## src/rtl/squarer_frame_accumulator.sv

```systemverilog
`default_nettype none
// ============================================================================
//  Module   : squarer_frame_accumulator
//  Purpose  : Sums the squares of a stream of 4-bit operands over frames of
//             FRAME_LEN samples. The accepted operand is registered and sent
//             to an external squarer_4bit on sq_a. Its product comes back on
//             sq_y and is added on the following edge, so one sample can be
//             taken per clock.
//  Ports    : clk, rst_n (async, active low), clr (sync frame abort)
//             in_valid / in_ready / in_a      - operand stream
//             sq_a / sq_y                     - squarer_4bit link
//             out_valid / out_ready / out_sum / out_ovf - frame result
//  Options  : SQ_ACC_SATURATE_EN - clamp the accumulator at 2^ACC_W-1
//             instead of wrapping. out_ovf is set in both builds.
//  Revision : 1.0 - initial release
// ============================================================================
module squarer_frame_accumulator #(
    parameter int FRAME_LEN = 8,   // samples per frame, 1..255
    parameter int ACC_W     = 16   // accumulator width, >= 8
) (
    input  logic             clk,
    input  logic             rst_n,
    input  logic             clr,
    input  logic             in_valid,
    output logic             in_ready,
    input  logic [3:0]       in_a,
    output logic [3:0]       sq_a,
    input  logic [7:0]       sq_y,
    output logic             out_valid,
    input  logic             out_ready,
    output logic [ACC_W-1:0] out_sum,
    output logic             out_ovf
);

    typedef enum logic [1:0] {
        ST_ACCUM  = 2'd0,
        ST_FINISH = 2'd1,
        ST_DONE   = 2'd2
    } state_t;

    localparam logic [7:0] C_FRAME_LEN = 8'(FRAME_LEN);
    localparam logic [7:0] C_LAST_IDX  = 8'(FRAME_LEN - 1);

    state_t           r_state;
    logic [3:0]       r_a;
    logic             r_pend;
    logic [7:0]       r_cnt;
    logic [ACC_W-1:0] r_acc;
    logic             r_ovf;
    // Holds in_ready low until the first clock edge after reset release.
    logic             r_run;

    logic             w_accept;
    logic [ACC_W:0]   w_sum;
    logic             w_carry;
    logic [ACC_W-1:0] w_acc_next;

    assign in_ready  = r_run && (r_state == ST_ACCUM) && (r_cnt < C_FRAME_LEN);
    assign w_accept  = in_valid && in_ready;
    assign sq_a      = r_a;
    assign out_valid = (r_state == ST_DONE);
    assign out_sum   = out_valid ? r_acc : '0;
    assign out_ovf   = out_valid && r_ovf;

    // One extra bit on the adder exposes the carry out of the accumulator.
    assign w_sum   = {1'b0, r_acc} + {{(ACC_W - 7){1'b0}}, sq_y};
    assign w_carry = w_sum[ACC_W];

`ifdef SQ_ACC_SATURATE_EN
    // Once clamped, every further non-zero add carries again, so the value
    // stays pinned at the maximum until the frame ends.
    assign w_acc_next = w_carry ? '1 : w_sum[ACC_W-1:0];
`else
    assign w_acc_next = w_sum[ACC_W-1:0];
`endif

    always_ff @(posedge clk or negedge rst_n) begin
        if (!rst_n) begin
            r_state <= ST_ACCUM;
            r_a     <= 4'd0;
            r_pend  <= 1'b0;
            r_cnt   <= 8'd0;
            r_acc   <= '0;
            r_ovf   <= 1'b0;
            r_run   <= 1'b0;
        end else begin
            r_run <= 1'b1;
            if (clr) begin
                // Abort wins over accept, add and the result handshake.
                r_state <= ST_ACCUM;
                r_pend  <= 1'b0;
                r_cnt   <= 8'd0;
                r_acc   <= '0;
                r_ovf   <= 1'b0;
            end else begin
                r_pend <= w_accept;
                if (w_accept) begin
                    r_a   <= in_a;
                    r_cnt <= r_cnt + 8'd1;
                end

                // sq_y belongs to the sample accepted on the previous edge.
                if (r_pend) begin
                    r_acc <= w_acc_next;
                    r_ovf <= r_ovf | w_carry;
                end

                case (r_state)
                    ST_ACCUM: begin
                        if (w_accept && (r_cnt == C_LAST_IDX)) begin
                            r_state <= ST_FINISH;
                        end
                    end
                    ST_FINISH: begin
                        // Final add of the frame lands on this edge.
                        r_state <= ST_DONE;
                    end
                    ST_DONE: begin
                        // No add is pending here, so clearing is safe.
                        if (out_ready) begin
                            r_state <= ST_ACCUM;
                            r_cnt   <= 8'd0;
                            r_acc   <= '0;
                            r_ovf   <= 1'b0;
                        end
                    end
                    default: begin
                        r_state <= ST_ACCUM;
                    end
                endcase
            end
        end
    end

endmodule
`default_nettype wire
```

## config.mk

```make
export PLATFORM = sky130hd
export DESIGN_NAME = squarer_frame_accumulator
export DESIGN_NICKNAME = d
export VERILOG_FILES = /design/src/rtl/squarer_frame_accumulator.sv
export SDC_FILE = /design/constraint.sdc
export NUM_CORES = 1
export LEC_CHECK = 0
export BUFFER_PORTS_ARGS = -buffer_cell sky130_fd_sc_hd__buf_2
export CAP_MARGIN = 10
export CORE_ASPECT_RATIO = 1.25
export CORE_MARGIN = 3
export CORE_UTILIZATION = 40
export CTS_CLUSTER_DIAMETER = 60
export DETAILED_ROUTE_END_ITERATION = 10
export PLACE_DENSITY = 0.64
export SLEW_MARGIN = 30
export SYNTH_ARGS = -nofsm -noshare
export SYNTH_HDL_FRONTEND = slang
export SYNTH_SLANG_ARGS = --single-unit
```

## constraint.sdc

```tcl
create_clock -name clk -period 2.6 [get_ports clk]
set_clock_uncertainty 0.2 [all_clocks]
set_input_delay 0.52 -clock clk [delete_from_list [all_inputs] [get_ports clk]]
set_output_delay 0.52 -clock clk [all_outputs]
set_load 0.05 [all_outputs]
```

-- Word-level counts from Yosys, hierarchy flattened
Index checks and enable logic that the tools add are counted.
- reduce and logical (&&, ||, !) cells: 8
- bitwise logic cells: 2
- mux-type cells: 18
- order comparisons: 1
- add/sub/neg operators: 2
- equal/unequal tests: 5
- operators with widths (operator ; count):
    $mux 16 ; 5
    $mux 8 ; 4
    $add 16x8->17 ; 1
    $add 8x1->8 const B ; 1
    $eq 8x3->1 const B ; 1
    $lt 8x4->1 const B ; 1
    $mux 2 ; 3
    $ne 3x2->1 const B ; 2
    $pmux 2 s3 ; 1
    $logic_and 1x1->1 ; 5
    $mux 1 ; 5
    $reduce_and 2->1 ; 2
    $eq 2x1->1 const B ; 1
    $eq 2x2->1 const B ; 1
    $logic_not 2->1 ; 1
    $not 1->1 ; 1
    $or 1x1->1 ; 1
- bits in registers: 33
- input port bits: 17

-- Logic depth before layout (Yosys ltp)
Gate-level depths: netlist of run 1.
- depth in word-level cells: 8
- mapped depth: 8
- depth with buffers taken out: 8

-- Least setup slack after synthesis of run 1
Ideal clock, no wire load.
- path kind: reg2out
- from: register r_state[0]
- to: output out_sum[10]
- setup slack: -0.024 ns
- stages on the path, launching flop included: 5
- path buffers: 2
- arrival: 1.904 ns
- path through: dfrtp_1 > nor2b_1 > clkbuf_1 > clkbuf_1 > and2_1
- word-level cells in the longest chain between the ends: 2
- RTL lines (element ; RTL line ; text):
    from (decl) ; 44 ; state_t r_state;
    from (signal assigned) ; 79 ; r_state <= ST_ACCUM;
    from (signal assigned) ; 90 ; r_state <= ST_ACCUM;
    from (signal assigned) ; 111 ; r_state <= ST_FINISH;
    $eq 2x2->1 ; 61 ; assign out_valid = (r_state == ST_DONE);
    named net out_valid ; 29 ; output logic out_valid,
    $mux 16 ; 62 ; assign out_sum = out_valid ? r_acc : '0;
    to (decl) ; 31 ; output logic [ACC_W-1:0] out_sum,
The timed path passes the listed nets, and every way through them passes these cells.

-- Worst setup path after layout of run 1
- from: register r_acc[0]
- to: register r_acc[14]
- word-level cells in the longest chain between the ends: 5
- RTL lines (element ; RTL line ; text):
    from (decl) ; 48 ; logic [ACC_W-1:0] r_acc;
    from (signal assigned) ; 104 ; r_acc <= w_acc_next;
    $add 16x8->17 (*) ; 66 ; assign w_sum = {1'b0, r_acc} + {{(ACC_W - 7){1'b0}}, sq_y};
    $mux 16 (*) ; 103 ; if (r_pend) begin
    $mux 16 ; 120 ; if (out_ready) begin
    $mux 16 (*) ; 108 ; case (r_state)
    $mux 16 (*) ; 88 ; if (clr) begin
Every way passes the cells marked *; elsewhere a longest branch is shown, timed or not.
A chain may end at the register's enable or synchronous reset.

==> results of run 1 <==
-- per-stage QoR --
step                      instances  setup slack [ns]  TNS (ns)
after floorplan                 206             0.127         0
after global placement          304            0.0290         0
after detailed placement        304          -0.00871  -0.00871
after CTS                       311             0.215         0
after global routing            311            0.0385         0
final                           311             0.224         0
-- flip-flops by register name (all words and copies together) (netlist names) --
name	cells
sq_a	4
r_cnt	8
r_pend	1
r_run	1
r_acc	16
r_ovf	1
r_state	2
-- worst max-delay path: cells and delay by family, from the launching register on --
kind / cells / cell delay (ns)
AND/OR/NAND/NOR: 3 / 0.74
AO/OA/AOI/OAI: 2 / 0.40
buffers and inverters: 1 / 0.05
adder cells (fa/ha/maj): 2 / 0.55
flip-flops: 1 / 0.36
-- logic make-up (layout without fill, tap and decap cells) --
group / after synthesis / in the layout
AO/OA/AOI/OAI: 39 / 39
XOR/XNOR: 9 / 9
adder cells (fa/ha/maj): 10 / 10
buffers and inverters: 14 / 61
flip-flops: 33 / 33
multiplexers: 9 / 9
other: 1 / 1
AND/OR/NAND/NOR: 91 / 91
-- power by group through the flow --
| stage | Clock (mW) | Sequential, mW | Combinational (mW) |
|---|---|---|---|
| after floorplan | 0 | 0.597 | 0.0886 |
| after global placement | 0 | 0.555 | 0.190 |
| after detailed placement | 0 | 0.555 | 0.193 |
| after CTS | 0.405 | 0.546 | 0.194 |
| after global routing | 0.424 | 0.549 | 0.212 |
| final | 0.392 | 0.546 | 0.192 |
-- synthesized netlist by cell type (2+ instances only) --
| library cell | n | share of area (%) |
|---|---|---|
| nor2_1 | 28 | 5.4 |
| and3_1 | 5 | 1.6 |
| o211ai_1 | 2 | 0.77 |
| ha_1 | 9 | 5.7 |
| nor3_1 | 3 | 0.77 |
| nor2_2 | 2 | 0.64 |
| and4_1 | 2 | 0.89 |
| a21o_2 | 2 | 0.89 |
| xnor2_1 | 4 | 1.8 |
| o21ai_0 | 6 | 1.5 |
| clkbuf_1 | 5 | 0.96 |
| a31oi_1 | 4 | 1.3 |
| nor4_1 | 2 | 0.64 |
| mux2i_1 | 5 | 2.6 |
| o21ai_2 | 2 | 0.89 |
| nand2b_1 | 3 | 0.96 |
| a211oi_1 | 3 | 1.1 |
| inv_1 | 7 | 1.3 |
| a21oi_1 | 10 | 2.6 |
| mux2_2 | 4 | 2.3 |
| nor2b_1 | 4 | 1.3 |
| and2_1 | 21 | 6.7 |
| a21o_1 | 2 | 0.77 |
| nand2_1 | 9 | 1.7 |
| dfrtp_1 | 33 | 42 |
| nor3b_1 | 2 | 0.77 |
| o31ai_1 | 2 | 0.77 |
| nand3_1 | 4 | 1.0 |
| xor2_1 | 5 | 2.2 |
-- per-layer routing --
metal / vias up / track usage [%] / routed length (µm)
met1: 739 / 20.9 / 1930
met4: 0 / 6.69 / 104
met2: 41 / 26.4 / 2030
met5: - / 0 / 0
li1: 811 / - / -
met3: 11 / 4.15 / 188
-- cell type report --
| cell class | count | area, µm² |
|---|---|---|
| fillers | 464 | 2220 |
| multi-input cells | 159 | 1070 |
| flip-flops and latches | 33 | 826 |
| repair buffers | 47 | 255 |
| clock buffers | 7 | 86.3 |
| well taps | 58 | 72.6 |
| inverters | 7 | 26.3 |
-- how the worst max path moves through the flow --
| stage | end | slack, ns |
|---|---|---|
| finish | r_acc[14] | 0.22 |
| global placement | r_acc[14] | 0.03 |
| global route | r_acc[14] | 0.04 |
| CTS | r_acc[14] | 0.21 |
| floorplan | r_acc[14] | 0.13 |
| detailed placement | r_acc[14] | -0.009 |
==> flow_summary.json, run 1 <==
{
  "cts_buffer_depth": 2,
  "max_slew_margin_pct": 51.2,
  "worst-path-max-fanout": 3,
  "die_w_um": 68.6,
  "cts_root_buf": "clkbuf_8",
  "path_cells": "ha_1 > inv_1 > fa_1 > nand2b_1 > a211oi_4 > nor2_2 > or4_1 > a21oi_1",
  "r2r-end": "r_acc[14]",
  "drcViolationCount": 0,
  "p_clk_share_pct": 34.7,
  "avgSynthCellArea_um2": 9.52,
  "grt.overflow.total": 0,
  "via_per_inst": 5.15,
  "mostFrequentLayoutCell": "buf_2",
  "critPathCaptureType": "flop",
  "post-cts-setup-buffers": 0,
  "cts_tree": "built",
  "synth_edf_count": 0,
  "muxShareOfSynthArea_pct": 4.85,
  "postRouteAntennaNets": 0,
  "post-route-min-period_ns": 2.38,
  "max_stage_delay_ns": 0.46,
  "coreArea_um2": 4560,
  "synth-main-ff-cell": "dfrtp_1",
  "grt_pass1_wl_um": 7320,
  "yosys_warnings": 0,
  "regToRegSetupSlack_ns": 0.22,
  "arrival_ns": 2.39,
  "utilization_pct": 51.3,
  "ys_seq_area_share_pct": 42.1,
  "synth_compound_area_share_pct": 13.8,
  "grt_usage_pct": 16.6,
  "drtPass1Iterations": 4,
  "reg2reg_from": "r_acc[0]",
  "path_class": "reg2reg",
  "initial_core_util_pct": 43.0,
  "ys_ff_latch": 33,
  "vias": 1602,
  "fmax_mhz": 421,
  "r2r_cells": 8,
  "cp_slowest_cell": "or4_1",
  "ys_types": 45,
  "setup-violations-final": 0,
  "grt_pass1_vias": 1628,
  "status": "finished, final reports clean",
  "seq_power_share_pct": 48.3,
  "syn_inst": 206,
  "required_ns": 2.61,
  "synth_xor_area_share_pct": 4.02,
  "async_flop_share_pct": 100,
  "clk_latency_ns": 0.28,
  "placed_area_um2": 2250,
  "cts_hold_buf": 0,
  "rsz0062_at_grt": "false",
  "clkTransAtPathRegs_ns": 0.07,
  "fin_nets": 280,
  "power.switching_mw": 0.322,
  "period_share_pct": 91.4,
  "grt_max_degree": 34,
  "dieArea_um2": 5780,
  "syn_area_um2": 1960,
  "drt_iter0_drc": 76,
  "dp_hpwl_um": 3110,
  "post_cts_resized": 0,
  "hp-class": "in2async",
  "p_sw_share_pct": 28.5,
  "startpoint": "r_acc[0]",
  "drv_slew": 0,
  "layout_common_cells": "buf_2 (39), dfrtp_1 (33), nor2_1 (28)",
  "wl_um": 4260,
  "drive_above_1_share_pct": 26.5,
  "cts.sinks": 33,
  "diodes": 0,
  "synthToLayoutAreaGrowth_pct": 19.3,
  "die_y_um": 84.3,
  "worst_setup_path_start_kind": "flop",
  "finalPower_mw": 1.13,
  "maxCapViolCount": 0,
  "numCtsBuffers": 5,
  "whs_ns": 0.0944,
  "comb_power_share_pct": 17.0,
  "htreeDepth": 2,
  "synthesis.nets": 233,
  "peakVddDrop_v": 0.000366,
  "p_int_mw": 0.808,
  "postLayoutCellArea_um2": 2340,
  "powerDensity_nw_per_um2": 483,
  "p_leak_nw": 1.17,
  "antenna_found_initial": 0,
  "port_buffers": 39,
  "gp_congestion": 0.797,
  "io_pins": 40,
  "rows": 27,
  "wl_per_cell_um": 13.7,
  "yosys.area_share.simple_pct": 25.1,
  "finalHoldViolations": 0,
  "synth_top_family_by_area": "simple AND/OR/NAND/NOR gates",
  "synth_fa_ha_area_share_pct": 6.76,
  "worst_pin_slew_ns": 0.732
}
Note: power is estimated with default switching activity, not from simulation.
==> inputs of run 2 (changes only) <==
==> constraint.sdc (replaced) <==
create_clock -name clk -period 2.3 [get_ports clk]
set_clock_uncertainty 0.2 [all_clocks]
set_input_delay 0.46 -clock clk [delete_from_list [all_inputs] [get_ports clk]]
set_output_delay 0.46 -clock clk [all_outputs]
set_load 0.05 [all_outputs]
==> flow_summary.json, run 2 (synthesis results as in run 1) <==
{
  "status": "finished, final reports clean",
  "finalHoldViolations": 0,
  "cts_root_buf": "clkbuf_8",
  "drtPass1Iterations": 4,
  "antenna_found_initial": 0,
  "drive_above_1_share_pct": 30.8,
  "grt_pass1_wl_um": 7220,
  "cts_tree": "built",
  "required_ns": 2.31,
  "largest_reg_flops": 16,
  "power.switching_mw": 0.368,
  "arrival_ns": 2.25,
  "fmax_mhz": 446,
  "powerDensity_nw_per_um2": 531,
  "register_area_um2": 826,
  "postRouteAntennaNets": 0,
  "diodes": 0,
  "mostFrequentLayoutCell": "buf_2",
  "cp_slowest_cell": "or4_4",
  "period_share_pct": 97.5,
  "path_buf_inv": 1,
  "die_w_um": 68.6,
  "rsz0062_at_grt": "true",
  "p_int_mw": 0.925,
  "hp-class": "in2async",
  "p_clk_share_pct": 34.3,
  "htreeDepth": 2,
  "regMostFlops": "r_acc",
  "vias": 1647,
  "comb_power_share_pct": 17.9,
  "cts_buffer_depth": 2,
  "fillCellCount": 423,
  "coreArea_um2": 4560,
  "post-route-min-period_ns": 2.24,
  "r2r-end": "r_acc[14]",
  "wl_per_cell_um": 13.6,
  "r2r_cells": 8,
  "drt_iter0_drc": 90,
  "layout_common_cells": "buf_2 (39), dfrtp_1 (33), nor2_1 (28)",
  "path_delay_family": "simple AND/OR/NAND/NOR gates",
  "via_per_inst": 5.13,
  "clk_latency_ns": 0.28,
  "critPathCaptureType": "flop",
  "grt.overflow.total": 0,
  "synthToLayoutAreaGrowth_pct": 24.1,
  "fin_nets": 290,
  "worst_pin_slew_ns": 0.723,
  "dieArea_um2": 5780,
  "reg2reg_from": "r_acc[0]",
  "cp.depth": 8,
  "maxCapViolCount": 0,
  "clkTransAtPathRegs_ns": 0.07,
  "path_class": "reg2reg",
  "worst_setup_path_start_kind": "flop",
  "path_cells": "ha_1 > inv_1 > fa_2 > nand2b_4 > a211oi_4 > nor2_2 > or4_4 > a21oi_2",
  "cts.sinks": 33,
  "seq_power_share_pct": 47.7,
  "rows": 27,
  "fin_ws_ns": 0.0585,
  "grt_usage_pct": 16.2,
  "grt_pass1_vias": 1571,
  "startpoint": "r_acc[0]",
  "place_ws_ns": -0.127,
  "gp_congestion": 0.850,
  "setup-violations-final": 0,
  "io_pins": 40,
  "initial_core_util_pct": 43.0,
  "port_buffers": 39,
  "cts_hold_buf": 0,
  "p_leak_nw": 1.23,
  "crit_end": "r_acc[14]",
  "drcViolationCount": 0,
  "peakVddDrop_v": 0.000435,
  "worst-path-max-fanout": 3,
  "multi_input_area_um2": 1090,
  "finalPower_mw": 1.29,
  "numCtsBuffers": 5,
  "regToRegSetupSlack_ns": 0.06,
  "wl_um": 4370,
  "drv_slew": 0,
  "max_stage_delay_ns": 0.49,
  "max_slew_margin_pct": 51.8,
  "die_y_um": 84.3,
  "p_sw_share_pct": 28.5,
  "grt_max_degree": 34,
  "dp_hpwl_um": 3190
}
run 2: cell types whose count changed in the layout (fill, tap and decap cells not counted), sizes merged:
cell / change
buf: +10
run 2: cell type report:
| class | instances | area share [%] |
|---|---|---|
| tap | 58 | 2.98 |
| clock buffer | 7 | 3.55 |
| multi-input combinational | 159 | 44.9 |
| sequential | 33 | 34.0 |
| timing repair buffer | 57 | 13.6 |
| inverter | 7 | 1.08 |
run 2: metrics by stage:
stage	cells	util, %	hold slack, ns	instance area [µm²]	setup TNS, ns
after floorplan	206	-	-0.0356	1970	-0.0206
after global placement	313	51.1	0.271	2330	-0.156
after detailed placement	313	51.1	0.276	2330	-0.215
after CTS	320	53.0	0.0609	2420	0
after global routing	321	53.3	0.0904	2430	-0.0454
final	321	53.3	0.0284	2430	0
run 2: how the worst min path moves through the flow:
stage | start | to | slack [ns] | cells past startpoint
2_1_floorplan | rst_n | r_acc[0] | -0.04 | 0
3_3_place_gp | r_cnt[5] | r_cnt[5] | 0.27 | 1
3_5_place_dp | r_cnt[4] | r_cnt[4] | 0.28 | 1
4_1_cts | rst_n | r_acc[13] | 0.06 | 1
5_1_grt | rst_n | r_acc[4] | 0.09 | 1
6_report | rst_n | r_acc[6] | 0.03 | 1
run 2: routing by layer:
metal | part of all wire, % | vias up | global-route usage [%]
met1 | 44 | 772 | 20.9
met5 | 0 | - | 0
met4 | 0.75 | 0 | 4.34
met3 | 4.1 | 4 | 3.21
li1 | - | 836 | -
met2 | 51 | 35 | 27.1
run 2: worst reg2reg max path, cell delays in order, from the launching register on:
cell,delay (ns)
dfrtp_1,0.36
ha_1,0.16
inv_1,0.05
fa_2,0.33
nand2b_4,0.16
a211oi_4,0.24
nor2_2,0.07
or4_4,0.49
a21oi_2,0.13
run 2: timing repair:
item / CTS / global route
resized for setup: 0 / 2
endpoints found under the setup margin: 0 / 2
setup buffers: 0 / 1
run 2: power by group through the flow:
stage                     Sequential (mW)  Combinational, mW  Clock, mW
after floorplan                     0.675              0.102          0
after global placement              0.627              0.231          0
after detailed placement            0.629              0.233          0
after CTS                           0.618              0.233      0.456
after global routing                0.620              0.254      0.474
final                               0.617              0.232      0.444
==> inputs of run 3 (changes only) <==
--- a/config.mk
+++ b/config.mk
@@ -13,6 +13,7 @@
 export CTS_CLUSTER_DIAMETER = 60
 export DETAILED_ROUTE_END_ITERATION = 10
 export PLACE_DENSITY = 0.64
+export REMOVE_ABC_BUFFERS = 1
 export SLEW_MARGIN = 30
 export SYNTH_ARGS = -nofsm -noshare
 export SYNTH_HDL_FRONTEND = slang
==> flow_summary.json, run 3 (synthesis results as in run 1) <==
{
  "status": "finished, final reports clean",
  "clkTransAtPathRegs_ns": 0.08,
  "regMostFlops": "r_acc",
  "vias": 1658,
  "path_cells": "ha_1 > inv_1 > fa_2 > nand2b_4 > a211oi_4 > nor2_2 > or4_1 > a21oi_1",
  "grt_max_degree": 34,
  "drive_above_1_share_pct": 31.4,
  "worst_setup_path_start_kind": "flop",
  "drcViolationCount": 0,
  "arrival_ns": 2.27,
  "layout_common_cells": "buf_2 (37), dfrtp_1 (33), nor2_1 (28)",
  "diodes": 0,
  "die_w_um": 68.6,
  "p_sw_share_pct": 27.3,
  "htreeDepth": 2,
  "synthToLayoutAreaGrowth_pct": 26.4,
  "clk_latency_ns": 0.29,
  "max_slew_margin_pct": 48.3,
  "p_int_mw": 1.04,
  "powerDensity_nw_per_um2": 577,
  "grt_pass1_wl_um": 7310,
  "seq_power_share_pct": 43.1,
  "port_buffers": 39,
  "place_inst": 313,
  "fillCellCount": 441,
  "hp-class": "in2async",
  "grt.overflow.total": 0,
  "cts_buffer_depth": 2,
  "via_per_inst": 5.15,
  "path_class": "reg2reg",
  "critPathCaptureType": "flop",
  "grt_pass1_vias": 1616,
  "coreArea_um2": 4560,
  "die_y_um": 84.3,
  "cts_hold_buf": 0,
  "finalHoldViolations": 0,
  "io_pins": 40,
  "fin_cells": 322,
  "power.switching_mw": 0.391,
  "cts.sinks": 33,
  "cts_tree": "built",
  "mostFrequentLayoutCell": "buf_2",
  "setup-violations-final": 0,
  "rsz0062_at_grt": "true",
  "place_ws_ns": -0.247,
  "wl_um": 4380,
  "initial_core_util_pct": 43.0,
  "fin_ws_ns": 0.0457,
  "comb_power_share_pct": 16.3,
  "postRouteAntennaNets": 0,
  "worst_pin_slew_ns": 0.775,
  "drtPass1Iterations": 4,
  "peakVddDrop_v": 0.000420,
  "post-route-min-period_ns": 2.25,
  "maxCapViolCount": 0,
  "p_leak_nw": 1.24,
  "grt_usage_pct": 16.6,
  "numCtsBuffers": 5,
  "fmax_mhz": 444,
  "max_stage_delay_ns": 0.47,
  "cts_root_buf": "clkbuf_8",
  "postLayoutCellArea_um2": 2480,
  "p_clk_share_pct": 40.5,
  "setup_tns_ns": 0,
  "rows": 27,
  "required_ns": 2.32,
  "finalPower_mw": 1.43,
  "placed_area_um2": 2320,
  "dieArea_um2": 5780,
  "drv_slew": 0,
  "worst-path-max-fanout": 2,
  "cp_slowest_cell": "or4_1",
  "period_share_pct": 98.0,
  "dp_hpwl_um": 3090,
  "fin_nets": 290,
  "largest_reg_flops": 16,
  "antenna_found_initial": 0,
  "drt_iter0_drc": 99,
  "gp_congestion": 0.854,
  "wl_per_cell_um": 13.6
}
run 3: changes by cell type in the layout (fill, tap and decap cells not counted), sizes merged:
| cell | delta |
|---|---|
| buf | -2 |
| bufinv | +1 |
| clkbuf | +1 |
| clkinvlp | +1 |
run 3: power by group through the flow:
stage / Sequential (mW) / Clock [mW] / Combinational [mW]
final: 0.617 / 0.580 / 0.234
after global routing: 0.620 / 0.621 / 0.255
after CTS: 0.617 / 0.599 / 0.234
after detailed placement: 0.628 / 0 / 0.230
after global placement: 0.627 / 0 / 0.229
after floorplan: 0.676 / 0 / 0.0950
run 3: worst max-delay path: cells and delay by family (launching register included):
kind | cells | cell delay [ns]
AO/OA/AOI/OAI | 2 | 0.38
adder cells (fa/ha/maj) | 2 | 0.50
buffers and inverters | 1 | 0.06
flip-flops | 1 | 0.35
AND/OR/NAND/NOR | 3 | 0.70
run 3: cell type report:
| type | count | area, µm² | area share (%) |
|---|---|---|---|
| multi-input cells | 159 | 1090 | 44.1 |
| flip-flops and latches | 33 | 826 | 33.3 |
| repair buffers | 57 | 339 | 13.7 |
| clock buffers | 6 | 82.6 | 3.33 |
| well taps | 58 | 72.6 | 2.93 |
| clock inverters | 2 | 37.5 | 1.52 |
| inverters | 7 | 26.3 | 1.06 |
run 3: worst paths after layout:
path / end / from / cells past startpoint / slack (ns)
min: r_acc[2] / rst_n / 1 / 0.04
max: r_acc[14] / r_acc[0] / 8 / 0.05
max in group asynchronous: r_run / rst_n / 1 / 1.37
max reg2reg: r_acc[14] / r_acc[0] / 8 / 0.05
min in group clk: r_state[1] / clr / 2 / 0.16
min reg2reg: r_cnt[5] / r_cnt[5] / 1 / 0.30
run 3: metrics by stage:
stage	hold WS (ns)	utilization (%)
floorplan	-0.0356	-
global placement	0.272	50.9
detailed placement	0.275	50.9
CTS	0.0606	54.0
global route	0.0818	54.3
finish	0.0366	54.3
run 3: timing repair:
item / CTS / global route
setup endpoints to repair: 17 / 20
resized for setup: 3 / 5
buffers inserted: 1 / 0
pin swaps: 2 / 1
run 3: routing by layer:
| layer | GRT usage [%] | wire, µm | up-vias |
|---|---|---|---|
| met5 | 0 | 0 | - |
| met2 | 28.1 | 2220 | 39 |
| met4 | 4.88 | 38 | 0 |
| met1 | 20.4 | 1920 | 781 |
| met3 | 4.02 | 203 | 4 |
| li1 | - | - | 834 |
